--- src/rtl/gfx_pkg.sv ---
// gfx_pkg: adapter register map, character codes and FSM state types for the console writer
package gfx_pkg;
    localparam logic [3:0] REG_MODE   = 4'd0;
    localparam logic [3:0] REG_DATA   = 4'd1;
    localparam logic [3:0] REG_ADDR_X = 4'd3;
    localparam logic [3:0] REG_ADDR_Y = 4'd4;
    localparam logic [7:0] MODE_MTXT  = 8'h00;
    localparam logic [7:0] CH_BS      = 8'h08;
    localparam logic [7:0] CH_LF      = 8'h0A;
    localparam logic [7:0] CH_FF      = 8'h0C;
    localparam logic [7:0] CH_CR      = 8'h0D;
    localparam logic [7:0] CH_SPACE   = 8'h20;
    localparam logic [7:0] CH_DEL     = 8'h7F;
    typedef enum logic [2:0] {ST_INIT, ST_IDLE, ST_SET_X, ST_SET_Y, ST_SET_CH, ST_CLEAR} state_e;
    typedef enum logic [1:0] {BUS_IDLE, BUS_SETUP, BUS_HIGH, BUS_HOLD} bus_state_e;
    function automatic logic printable(input logic [7:0] b);
        return b >= CH_SPACE && b != CH_DEL;
    endfunction
endpackage

--- src/rtl/gfx_bus_cycle.sv ---
// gfx_bus_cycle: sequences one adapter write cycle (setup, strobe high, hold) with registered pins
module gfx_bus_cycle
    import gfx_pkg::*;
#(
    parameter int STROBE_HI = 4
) (
    input  logic       clk,
    input  logic       rst,
    input  logic       start_i,
    input  logic [3:0] rs_i,
    input  logic [7:0] data_i,
    output logic       done_o,
    output logic       bus_cs_n_o,
    output logic [3:0] bus_rs_o,
    output logic       bus_wren_n_o,
    output logic [7:0] bus_data_o,
    output logic       bus_data_oe_o,
    output logic       bus_strobe_o
);
    localparam int CW = STROBE_HI > 1 ? $clog2(STROBE_HI) : 1;
    bus_state_e    st_q;
    logic [CW-1:0] cnt_q;
    assign done_o = st_q == BUS_HOLD;
    always_ff @(posedge clk or posedge rst) begin
        if (rst) begin
            st_q          <= BUS_IDLE;
            cnt_q         <= '0;
            bus_cs_n_o    <= 1'b1;
            bus_wren_n_o  <= 1'b1;
            bus_data_oe_o <= 1'b0;
            bus_strobe_o  <= 1'b0;
            bus_rs_o      <= '0;
            bus_data_o    <= '0;
        end else begin
            case (st_q)
                BUS_IDLE: if (start_i) begin
                    st_q          <= BUS_SETUP;
                    bus_cs_n_o    <= 1'b0;
                    bus_wren_n_o  <= 1'b0;
                    bus_data_oe_o <= 1'b1;
                    bus_rs_o      <= rs_i;
                    bus_data_o    <= data_i;
                end
                BUS_SETUP: begin
                    st_q         <= BUS_HIGH;
                    bus_strobe_o <= 1'b1;
                    cnt_q        <= '0;
                end
                BUS_HIGH: if (cnt_q == CW'(STROBE_HI - 1)) begin
                    st_q         <= BUS_HOLD;
                    bus_strobe_o <= 1'b0;
                end else cnt_q <= cnt_q + 1'b1;
                BUS_HOLD: begin
                    st_q          <= BUS_IDLE;
                    bus_cs_n_o    <= 1'b1;
                    bus_wren_n_o  <= 1'b1;
                    bus_data_oe_o <= 1'b0;
                end
            endcase
        end
    end
endmodule

--- src/rtl/gfx_console_writer.sv ---
// gfx_console_writer: turns a byte stream into mono-text adapter writes while tracking a cursor
module gfx_console_writer
    import gfx_pkg::*;
#(
    parameter int COLS      = 80,
    parameter int ROWS      = 60,
    parameter int STROBE_HI = 4
) (
    input  logic       clk,
    input  logic       rst,
    input  logic       in_valid,
    input  logic [7:0] in_data,
    output logic       in_ready,
    output logic       busy,
    output logic       bus_cs_n,
    output logic [3:0] bus_rs,
    output logic       bus_wren_n,
    output logic [7:0] bus_data,
    output logic       bus_data_oe,
    output logic       bus_strobe,
    output logic [6:0] cur_x,
    output logic [5:0] cur_y
);
    if ($clog2(COLS) > 7 || $clog2(ROWS) > 6) begin : g_bad_dims
        $error("COLS/ROWS exceed cursor port widths");
    end
    localparam logic [6:0] X_MAX = 7'(COLS - 1);
    localparam logic [5:0] Y_MAX = 6'(ROWS - 1);
    state_e     state_q;
    logic       wait_q, clr_q, sv_q, start, done, need_x, need_y;
    logic [6:0] x_q, shx_q, cx_q, ax;
    logic [5:0] y_q, shy_q, cy_q, ay, y_nxt;
    logic [7:0] ch_q, data;
    logic [3:0] rs;
    // During a clear the cell counters stand in for the cursor as the write address
    assign ax       = clr_q ? cx_q : x_q;
    assign ay       = clr_q ? cy_q : y_q;
    assign need_x   = !sv_q || ax != shx_q;
    assign need_y   = !sv_q || ay != shy_q;
    assign y_nxt    = y_q == Y_MAX ? 6'd0 : y_q + 6'd1;
    assign start    = !wait_q && state_q inside {ST_INIT, ST_SET_X, ST_SET_Y, ST_SET_CH};
    assign in_ready = state_q == ST_IDLE;
    assign busy     = state_q != ST_IDLE;
    assign cur_x    = x_q;
    assign cur_y    = y_q;
    always_comb begin
        rs   = state_q == ST_SET_X ? REG_ADDR_X : state_q == ST_SET_Y ? REG_ADDR_Y :
               state_q == ST_SET_CH ? REG_DATA : REG_MODE;
        data = state_q == ST_SET_X ? {1'b0, ax} : state_q == ST_SET_Y ? {2'b0, ay} :
               state_q == ST_SET_CH ? (clr_q ? CH_SPACE : ch_q) : MODE_MTXT;
    end
    gfx_bus_cycle #(.STROBE_HI(STROBE_HI)) u_bus (
        .clk(clk), .rst(rst), .start_i(start), .rs_i(rs), .data_i(data), .done_o(done),
        .bus_cs_n_o(bus_cs_n), .bus_rs_o(bus_rs), .bus_wren_n_o(bus_wren_n),
        .bus_data_o(bus_data), .bus_data_oe_o(bus_data_oe), .bus_strobe_o(bus_strobe)
    );
    always_ff @(posedge clk or posedge rst) begin
        if (rst) begin
            state_q <= ST_INIT;
            {wait_q, clr_q, sv_q} <= '0;
            {x_q, shx_q, cx_q} <= '0;
            {y_q, shy_q, cy_q} <= '0;
            ch_q <= '0;
        end else begin
            if (start) wait_q <= 1'b1;
            if (done) wait_q <= 1'b0;
            case (state_q)
                ST_INIT: if (done) state_q <= ST_IDLE;
                ST_IDLE: if (in_valid) begin
                    ch_q <= in_data;
                    if (printable(in_data)) state_q <= need_x ? ST_SET_X : need_y ? ST_SET_Y : ST_SET_CH;
                    else if (in_data == CH_FF) begin
                        clr_q   <= 1'b1;
                        cx_q    <= '0;
                        cy_q    <= '0;
                        state_q <= ST_CLEAR;
                    end
                    else if (in_data == CH_CR) x_q <= '0;
                    else if (in_data == CH_LF) y_q <= y_nxt;
                    else if (in_data == CH_BS && x_q != '0) x_q <= x_q - 7'd1;
                end
                ST_CLEAR: state_q <= need_x ? ST_SET_X : need_y ? ST_SET_Y : ST_SET_CH;
                ST_SET_X: if (done) begin
                    shx_q   <= ax;
                    state_q <= need_y ? ST_SET_Y : ST_SET_CH;
                end
                ST_SET_Y: if (done) begin
                    shy_q   <= ay;
                    sv_q    <= 1'b1;
                    state_q <= ST_SET_CH;
                end
                ST_SET_CH: if (done) begin
                    if (clr_q) begin
                        cx_q <= cx_q == X_MAX ? 7'd0 : cx_q + 7'd1;
                        if (cx_q == X_MAX) cy_q <= cy_q == Y_MAX ? 6'd0 : cy_q + 6'd1;
                        if (cx_q == X_MAX && cy_q == Y_MAX) begin
                            clr_q   <= 1'b0;
                            x_q     <= '0;
                            y_q     <= '0;
                            state_q <= ST_IDLE;
                        end else state_q <= ST_CLEAR;
                    end else begin
                        x_q     <= x_q == X_MAX ? 7'd0 : x_q + 7'd1;
                        if (x_q == X_MAX) y_q <= y_nxt;
                        state_q <= ST_IDLE;
                    end
                end
                default: state_q <= ST_INIT;
            endcase
        end
    end
endmodule
--- config.mk ---
export PLATFORM = sky130hd
export DESIGN_NAME = gfx_console_writer
export DESIGN_NICKNAME = d
export VERILOG_FILES = /design/src/rtl/gfx_pkg.sv /design/src/rtl/gfx_bus_cycle.sv /design/src/rtl/gfx_console_writer.sv
export SDC_FILE = /design/constraint.sdc
export NUM_CORES = 1
export LEC_CHECK = 0
export CORE_ASPECT_RATIO = 1.2
export CORE_MARGIN = 5
export CORE_UTILIZATION = 42
export CTS_CLUSTER_SIZE = 24
export DETAILED_ROUTE_END_ITERATION = 8
export GPL_ROUTABILITY_DRIVEN = 1
export PLACE_DENSITY = 0.67
export SYNTH_ARGS = -nofsm -noshare
export SYNTH_HDL_FRONTEND = slang
export SYNTH_SLANG_ARGS = --single-unit
--- constraint.sdc ---
create_clock -name clk -period 2.9 [get_ports clk]
set_clock_uncertainty 0.2 [all_clocks]
set_input_delay 0.29 -clock clk [delete_from_list [all_inputs] [get_ports clk]]
set_output_delay 0.29 -clock clk [all_outputs]
set_load 0.01 [all_outputs]
==> Word-level counts from Yosys, hierarchy flattened <==
Index checks and enable logic that the tools add are counted.
{ "totals": {"ff_bits": 72, "input_bits": 11, "output_inout_bits": 31, "elab_cells": 173} }
{ "classes": {"add_sub_neg": 6, "n_lt_le_gt_ge": 1, "n_eq_ne": 41, "muxes": 77, "reduce_logical": 30} }
{ "op_table": {"columns": ["operator", "n"], "rows": [
  ["7-bit 2-to-1 mux", 17],
  ["6-bit 2-to-1 mux", 18],
  ["3-bit 2-to-1 mux", 13],
  ["8-bit by 4-bit equality test with 1-bit output (second input constant)", 4],
  ["8-bit 2-to-1 mux", 4],
  ["7-bit one-hot mux with 2 select lines", 2],
  ["6-bit one-hot mux with 2 select lines", 2],
  ["2-bit != test (second input constant)", 11],
  ["3-bit one-hot mux with 6 select lines", 1],
  ["2-bit AND reduction", 8],
  ["7-bit by 1-bit adder with 7-bit output (second input constant)", 2],
  ["7-bit equality test (second input constant)", 2],
  ["6-bit by 1-bit adder with 6-bit output (second input constant)", 2],
  ["6-bit equality test (second input constant)", 2],
  ["6-bit AND reduction", 2],
  ["1-bit 2-to-1 mux", 11],
  ["3-bit by 1-bit != test with 1-bit output (second input constant)", 3],
  ["9-bit AND reduction", 1],
  ["8-bit by 6-bit >= comparator with 1-bit output (second input constant)", 1],
  ["2-bit by 1-bit != test with 1-bit output (second input constant)", 4],
  ["8-bit by 7-bit != test with 1-bit output (second input constant)", 1],
  ["1-bit one-hot mux with 2 select lines", 4],
  ["2-bit one-hot mux with 4 select lines", 1],
  ["8-bit AND reduction", 1],
  ["other kinds (23)", 38]
]} }

==> Logic depth before layout (Yosys ltp) <==
Gate-level depths: netlist of run 1.
{ "logic_depth": {"word_depth": 9, "depth_mapped": 10, "ltp_nobuf": 7} }

==> Modules after synthesis <==
From an unflattened synthesis of run 1, not the netlist that was laid out.
{ "hier_totals": {"cells_unflattened": 478, "hier_area_um2": 4456.8} }
{ "modules_own_cells": {"columns": ["mod", "instances", "cells_each", "area_per_inst_um2", "seq_area_each_um2"], "rows": [
  ["gfx_console_writer", 1, 414, 3543.4, 1326.3],
  ["gfx_bus_cycle", 1, 64, 913.4, 476.7]
]} }

==> Least setup slack after synthesis of run 1 <==
No wires, ideal clock.
{ "synth_path": {"kind": "register to register", "startpoint": "reg state_q[0]", "endpoint": "reg y_q[3] (netlist: cur_y[3])", "setup_ns": 0.129, "t_arrival_ns": 2.010, "required_time_ns": 2.571, "setup_slack_ns": 0.561, "stages_incl_launch_ff": 9, "path_buffers": 2, "synth_period_minus_slack_ns": 2.339, "path_cell_list": "dfrtp_1 buf_4 or4b_2 buf_2 a31oi_1 a21oi_1 nand3_2 or2_4 o21ai_0"} }
{ "synth_via": {"elab_chain_cells": 3, "word_cells_on_any_way": 13, "cone_classes": "eq/ne (10); mux (1); reduce/logical (2)"} }
{ "synth_rtl": {"columns": ["item", "line_no", "text"], "rows": [
  ["start, declared", "gfx_console_writer.sv:29", "state_e state_q;"],
  ["start signal, assigned", "gfx_console_writer.sv:71", "if (printable(in_data)) state_q <= need_x ? ST_SET_X : need_y ? ST_SET_Y : ST_SET_CH;"],
  ["start signal, assigned", "gfx_console_writer.sv:82", "ST_CLEAR: state_q <= need_x ? ST_SET_X : need_y ? ST_SET_Y : ST_SET_CH;"],
  ["start signal, assigned", "gfx_console_writer.sv:85", "state_q <= need_y ? ST_SET_Y : ST_SET_CH;"],
  ["3-bit equality test / 3-bit by 1-bit equality test with 1-bit output (equally long branches)", "gfx_console_writer.sv:67", "case (state_q)"],
  ["3-bit by 2-bit != test with 1-bit output (no source line) (tied with other cells)", null, null],
  ["9-bit AND reduction (no source line)", null, null],
  ["end signal, assigned", "gfx_console_writer.sv:79", "else if (in_data == CH_LF) y_q <= y_nxt;"],
  ["end signal, assigned", "gfx_console_writer.sv:104", "if (x_q == X_MAX) y_q <= y_nxt;"],
  ["end, declared", "gfx_console_writer.sv:32", "logic [5:0] y_q, shy_q, cy_q, ay, y_nxt;"]
]} }
Parallel ways exist; a longest one is shown, timed or not.
A chain may end at the register's enable or synchronous reset.

==> Worst setup path after layout of run 1 <==
{ "layout_path": {"startpoint": "reg state_q[2]", "endpoint": "reg cy_q[4]"} }
{ "layout_via": {"elab_chain_cells": 3, "word_cells_on_any_way": 11, "cone_classes": "eq/ne (8); mux (1); reduce/logical (2)"} }
{ "layout_rtl": {"columns": ["item", "line_no", "text"], "rows": [
  ["3-bit equality test / 3-bit by 1-bit equality test with 1-bit output (equally long branches)", "gfx_console_writer.sv:67", null],
  ["2-bit by 1-bit != test with 1-bit output (no source line) (tied with other cells)", null, null],
  ["7-bit AND reduction (no source line)", null, null],
  ["end signal, assigned", "gfx_console_writer.sv:95", "if (cx_q == X_MAX) cy_q <= cy_q == Y_MAX ? 6'd0 : cy_q + 6'd1;"],
  ["end, declared", "gfx_console_writer.sv:32", null]
]} }
Parallel ways exist; a longest one is shown, timed or not.

==> flow_metrics.tcl, run 1 <==
set metrics [dict create \
    cts_max_level 3 \
    antenna_cells 0 \
    start_util 0.424 \
    totalWireLength_mm 10.8 \
    syn_inst 450 \
    p_seq_frac 0.347 \
    antenna_found_initial 0 \
    grt_pass1_vias 3637 \
    ys_seq_area_frac 0.425 \
    setup_violations 0 \
    combPwrFrac 0.444 \
    numCtsBuffers 9 \
    routedWlPerCell_um 17.4 \
    slowest_stage "or3b_1" \
    finalCritPeriodShare 0.921 \
    drv_cap 0 \
    post_cts_buffers 0 \
    syn-num-nets 473 \
    ys_ff_latch 71 \
    fin_nets 514 \
    finalMaxSlewViolations 0 \
    hold_violations 0 \
    cts_buffer_depth 2 \
    dr.pass1.iters 5 \
    worstSkewPairLatency_ps 330 \
    area_growth_pct 19.7 \
    clkTransAtPathRegs_ps 60 \
    synth_cell_types 68 \
    fill_cells 909 \
    vias 3622 \
    grt_first_pass_wirelength_mm 18.0 \
    syn_avg_cell_area_um2 9.29 \
    p_per_area_nw_per_um2 977 \
    timing.final.ws_setup_ps 228 \
    critPathLaunch "state_q[2]" \
    crit_path_max_fanout 11 \
    rows 40 \
    crit_path_end_kind "flip-flop" \
    die_y_um 119 \
    die_area_um2 12100 \
    gp_congestion 0.892 \
    tritoncts "built" \
    intPower_mw 2.98 \
    yosysWarnings 0 \
    tightest_slew_ps 646 \
    ys.flop_type "dfrtp_1" \
    grtUsageTotal 0.189 \
    coreArea_um2 9860 \
    p_clk_frac 0.209 \
    critical_path.cell_chain "or3b_1, clkinv_4, nand2_8, o21ai_4, nand4_2, or4_1, o211ai_1" \
    syn_area_um2 4180 \
    synth_edf_count 0 \
    max-vdd-ir-drop_uv 372 \
    cp.required_ps 2940 \
    p_sw_mw 1.91 \
    rsz0062_at_grt "no" \
    finalSetupTns_ps 0 \
    async_flop_share 1.00 \
    overflow 0 \
    hold_class "input port to async pin" \
    start_kind "flip-flop" \
    drive_above_1_share 0.105 \
    grt_max_degree 72 \
    criticalPathCategory "flip-flop to flip-flop" \
    crit_arrival_ps 2710 \
    cts_resized 0 \
    status "finished clean" \
    viasPerCell 5.82 \
    cts-root-buf "clkbuf_16" \
    ant_nets 0 \
    drc 0 \
    timing.rr.start "state_q[2]" \
    hold_buffers 0 \
    dieWidth_um 101 \
    drt_iter0_drc 244 \
    dpl.hpwl_mm 7.83 \
    numClockSinks 71 \
    power.leakage_nw 2.08 \
    crit_path_max_incr_delay_ps 540 \
    switching_share 0.390 \
    pin_count 42 \
    port_buffers 40 \
    dp_slack_ps 125 \
    relSlewSlack 0.569 \
    fin_crit_ps 2670 \
    max_freq_mhz 374 \
]
## cells in the final DEF (no fill, tap or decap), types with 5 or more instances in the layout
| master | n |
|---|---|
| clkbuf_16 | 9 |
| nand2b_1 | 6 |
| o31ai_1 | 9 |
| inv_1 | 10 |
| o21ai_0 | 59 |
| buf_4 | 14 |
| dfrtp_1 | 70 |
| ha_1 | 12 |
| xnor2_1 | 10 |
| nand3_1 | 13 |
| mux2_2 | 10 |
| xor2_1 | 5 |
| nor2_1 | 35 |
| a22oi_1 | 6 |
| clkdlybuf4s50_1 | 40 |
| a21oi_1 | 20 |
| nand4_1 | 9 |
| mux2i_1 | 13 |
| nor2b_1 | 5 |
| nand2_1 | 57 |
## cell families (layout without fill, tap and decap cells)
group           count (synthesis)  count (layout)  synth area share
other cells                     1               1          0.000897
xor+xnor                       15              15            0.0314
mux                            28              28            0.0859
simple gates                  161             161             0.195
compound gates                125             125             0.182
buf+inv                        37              83            0.0437
flops                          71              71             0.425
fa+ha+maj                      12              12            0.0359
## cells in the mapped netlist, drive strengths merged (5+ instances only)
master  count  area share
nand3      14       0.018
buf        11       0.019
ha         12       0.036
o21ai      61       0.076
xor2        5       0.010
nand4      10       0.016
xnor2      10       0.021
nor2       35       0.031
a22oi       6       0.011
dfrtp      70        0.42
mux2i      13       0.031
nand2b      6      0.0090
nand2      58       0.056
a21oi      20       0.024
o31ai       9       0.016
clkbuf     14       0.013
nor2b       5      0.0075
mux2       10       0.027
mux4        5       0.028
inv        11      0.0099
## worst max-delay path: cells and delay by family, from the launching register on
family / cells / cell delay (ps)
buffers and inverters: 1 / 130
AO/OA/AOI/OAI: 2 / 350
AND/OR/NAND/NOR: 4 / 1400
flip-flops: 1 / 490
## power groups by stage
stage / Combinational [mW] / Clock [mW] / Sequential (mW)
5_1_grt: 2.41 / 1.08 / 1.75
3_5_place_dp: 2.16 / 0 / 1.71
2_1_floorplan: 1.50 / 0 / 1.61
3_3_place_gp: 2.11 / 0 / 1.69
4_1_cts: 2.17 / 1.05 / 1.69
6_report: 2.17 / 1.02 / 1.70
## metal layers
layer | routed length, um | GRT usage
met1 | 4520 | 0.239
met2 | 5240 | 0.304
met3 | 652 | 0.0398
met4 | 375 | 0.0881
met5 | 0 | 0
## layout make-up
class,count,area (um2),area share
Timing Repair Buffer,55,526,0.105
Clock buffer,15,268,0.0535
Multi-Input combinational cell,342,2220,0.444
Tap cell,126,158,0.0315
Clock inverter,1,5.00,0.00100
Inverter,12,50.0,0.0100
Sequential cell,71,1780,0.355
## through the flow
| step | area, um2 | hold slack, ps | power (mW) | instances | util |
|---|---|---|---|---|---|
| after detailed placement | 4730 | 268 | 3.87 | 606 | 0.480 |
| final | 5000 | 175 | 4.89 | 622 | 0.508 |
| after CTS | 5000 | 186 | 4.91 | 622 | 0.508 |
| after global routing | 5000 | 230 | 5.25 | 622 | 0.508 |
| after floorplan | 4180 | 240 | 3.11 | 450 | - |
| after global placement | 4730 | 263 | 3.79 | 606 | 0.480 |
## registers in the layout, indices dropped and copies added (netlist names)
register and flops:
cy_q 6, u_bus.bus_strobe_o 1, state_q 3, wait_q 1, u_bus.bus_data_o 8, ch_q 8, shy_q 6, clr_q 1
u_bus.bus_cs_n_o 1, u_bus.cnt_q 2, u_bus.bus_data_oe_o 1, u_bus.bus_rs_o 3, cur_y 6, cur_x 7, sv_q 1, cx_q 7
shx_q 7, u_bus.st_q 2
## path summary, 6_finish.rpt
kind / endpoint / slack [ps] / depth (start not counted)
setup / recovery: cy_q[4] / 230 / 7
hold / removal: u_bus.bus_data_o[4] / 180 / 3
setup reg to reg: cy_q[4] / 230 / 7
hold reg to reg: u_bus.bus_data_oe_o / 280 / 2
max in group asynchronous: u_bus.bus_cs_n_o / 2010 / 3
min in group clk: u_bus.bus_data_oe_o / 280 / 2
Note: power is estimated with default switching activity, not from simulation.
==> run 2, diff against run 1 <==
--- a/config.mk
+++ b/config.mk
@@ -5,6 +5,7 @@
 export SDC_FILE = /design/constraint.sdc
 export NUM_CORES = 1
 export LEC_CHECK = 0
+export ABC_AREA = 1
 export CORE_ASPECT_RATIO = 1.2
 export CORE_MARGIN = 5
 export CORE_UTILIZATION = 42
==> run 2 against run 1 <==
Effect of this change: critical path depth is 2 lower; maximum frequency up 11%; worst setup slack improved by 260 ps; sequential power down 2%; final cell count grew 27%; sequential share of layout area decreased by 1.4 points; highest routed layer unchanged; critical path type is now flip-flop to primary output; via count is 13% higher; global-route usage increased by 0.33 points; first-iteration DRC count decreased by 3.7%; non-clock buffer count fell by 11; hold slack worse by 32 ps; utilization fell by 0.41 points.
==> flow_metrics.tcl, run 2 <==
set metrics [dict create \
    status "finished clean" \
    pin_count 42 \
    final_util 0.504 \
    cp_common_cell "inv_1" \
    cts-root-buf "clkbuf_16" \
    cts_max_level 3 \
    syn_area_um2 4400 \
    rsz0062_at_grt "no" \
    hold_class "input port to async pin" \
    synth_common_cells "nand2_1 (189), dfrtp_1 (70), inv_1 (67), nand3_1 (49), o21ai_0 (45)" \
    grt_max_degree 33 \
    yosysTopAreaCellShare 0.398 \
    finalCritPeriodShare 0.832 \
    totalWireLength_mm 11.1 \
    crit_path_max_fanout 12 \
    cp.required_ps 2410 \
    start_util 0.424 \
    criticalPathCategory "flip-flop to primary output" \
    vias 4096 \
    antenna_found_initial 0 \
    finalSetupTns_ps 0 \
    ys.flop_type "dfrtp_1" \
    post_cts_buffers 0 \
    slowest_stage "clkdlybuf4s50_1" \
    grt_pass1_vias 3981 \
    max-vdd-ir-drop_uv 472 \
    dpl.hpwl_mm 8.48 \
    tightest_slew_ps 643 \
    max_freq_mhz 414 \
    r2r-end "cur_y[0]" \
    finalMaxSlewViolations 0 \
    p_total_mw 5.03 \
    start_kind "flip-flop" \
    drc 0 \
    fin_nets 677 \
    synth_edf_count 0 \
    numClockSinks 71 \
    port_buffers 40 \
    syn-num-nets 640 \
    crit_path_end_kind "primary output" \
    numCtsBuffers 9 \
    dpl_cell_area_um2 4890 \
    cts_buffer_depth 2 \
    ys_ff_latch 71 \
    viasPerCell 5.20 \
    gp_congestion 0.889 \
    crit_arrival_ps 1920 \
    power.leakage_nw 2.42 \
    yosysWarnings 0 \
    grtUsageTotal 0.192 \
    reg_top3 "ch_q (8), u_bus.bus_data_o (8)" \
    dieWidth_um 103 \
    fill_cells 1014 \
    syn_avg_cell_area_um2 7.13 \
    rr_worst_depth 8 \
    relSlewSlack 0.569 \
    layout_commonest_cell "nand2_1" \
    fin_area_um2 5220 \
    crit_path_max_incr_delay_ps 520 \
    ys_seq_area_frac 0.404 \
    drv_cap 0 \
    fin_crit_ps 2410 \
    antenna_cells 0 \
    routedWlPerCell_um 14.1 \
    hold_violations 0 \
    ant_nets 0 \
    coreArea_um2 10400 \
    clkTransAtPathRegs_ps 60 \
    yosysTopAreaCell "dfrtp_1" \
    drt_iter0_drc 235 \
    hold_buffers 0 \
    syn_inst 617 \
    async_flop_share 1.00 \
    final_cell_mix "nand2_1 (189), dfrtp_1 (70), inv_1 (66), nand3_1 (49), o21ai_0 (45)" \
    synth_most_common_cell "nand2_1" \
    rrSetupSlack_ps 540 \
    timing.final.ws_setup_ps 487 \
    rows 41 \
    timing.rr.start "cur_x[0]" \
    overflow 0 \
    cts_resized 0 \
    grt_first_pass_wirelength_mm 18.9 \
    critical_path.cell_chain "inv_1, nand2_1, nor2_2, inv_1, clkdlybuf4s50_1" \
    die_y_um 122 \
    drive_above_1_share 0.0683 \
    synth_cell_types 38 \
    dp_slack_ps 445 \
    area_growth_pct 18.7 \
    worstSkewPairLatency_ps 340 \
    tritoncts "built" \
    dr.pass1.iters 5 \
    synth_top_cells_by_area "dfrtp_1 (40%), nand2_1 (16%), inv_1 (5.7%)" \
    die_area_um2 12600 \
    p_per_area_nw_per_um2 963 \
    setup_violations 0 \
]
## run 2: cell count changes after synthesis, sizes merged, moves of 11 or more
| cell | delta |
|---|---|
| nand2 | +132 |
| inv | +62 |
| nand3 | +35 |
| nor2 | +18 |
| mux2i | -13 |
| nor3 | +11 |
## run 2: stage by stage
step / std cells / hold WS (ps)
floorplan: 617 / 234
CTS: 788 / 161
detailed placement: 772 / 270
finish: 788 / 144
global placement: 772 / 267
global route: 788 / 213
## run 2: worst max path at each step
| stage | startpoint | end | cells after the start |
|---|---|---|---|
| finish | state_q[1] | busy | 5 |
| global route | cur_x[1] | cur_y[4] | 8 |
| CTS | state_q[1] | busy | 5 |
| detailed placement | in_data[0] | cur_y[4] | 10 |
| global placement | in_data[0] | cur_y[3] | 10 |
| floorplan | rst | ch_q[0] | 1 |
## run 2: power breakdown
part,internal [mW],switching [mW],total [mW]
clock network,0.773,0.439,1.21
registers,1.33,0.328,1.66
logic,0.863,1.30,2.16
total,2.96,2.06,5.03
## run 2: area by class of cell
class,count,area [um2],area share
Clock buffer,10,239,0.0458
Multi-Input combinational cell,454,2230,0.428
Timing Repair Buffer,44,443,0.0849
Clock inverter,6,83.8,0.0161
Inverter,74,278,0.0532
Tap cell,129,161,0.0309
Sequential cell,71,1780,0.341
## run 2: logic make-up after synthesis
| kind of cell | share of synthesized area |
|---|---|
| compound gates | 0.132 |
| xor+xnor | 0.0259 |
| fa+ha+maj | 0.0341 |
| buf+inv | 0.0874 |
| flops | 0.404 |
| mux | 0.00256 |
| other cells | 0.000853 |
| simple gates | 0.312 |
## run 2: per-layer routing
metal / global-route usage / vias up / wire, um / part of all wire
li1: - / 2070 / - / -
met1: 0.246 / 1924 / 4910 / 0.44
met2: 0.309 / 81 / 5480 / 0.49
met3: 0.0395 / 21 / 398 / 0.036
met4: 0.0850 / 0 / 316 / 0.028
met5: 0 / - / 0 / 0
## run 2: critical path, delay by kind of cell (launching register included)
family	cells	cell delay, ps
buffers and inverters	3	780
DFF	1	390
and+or+nand+nor	2	420
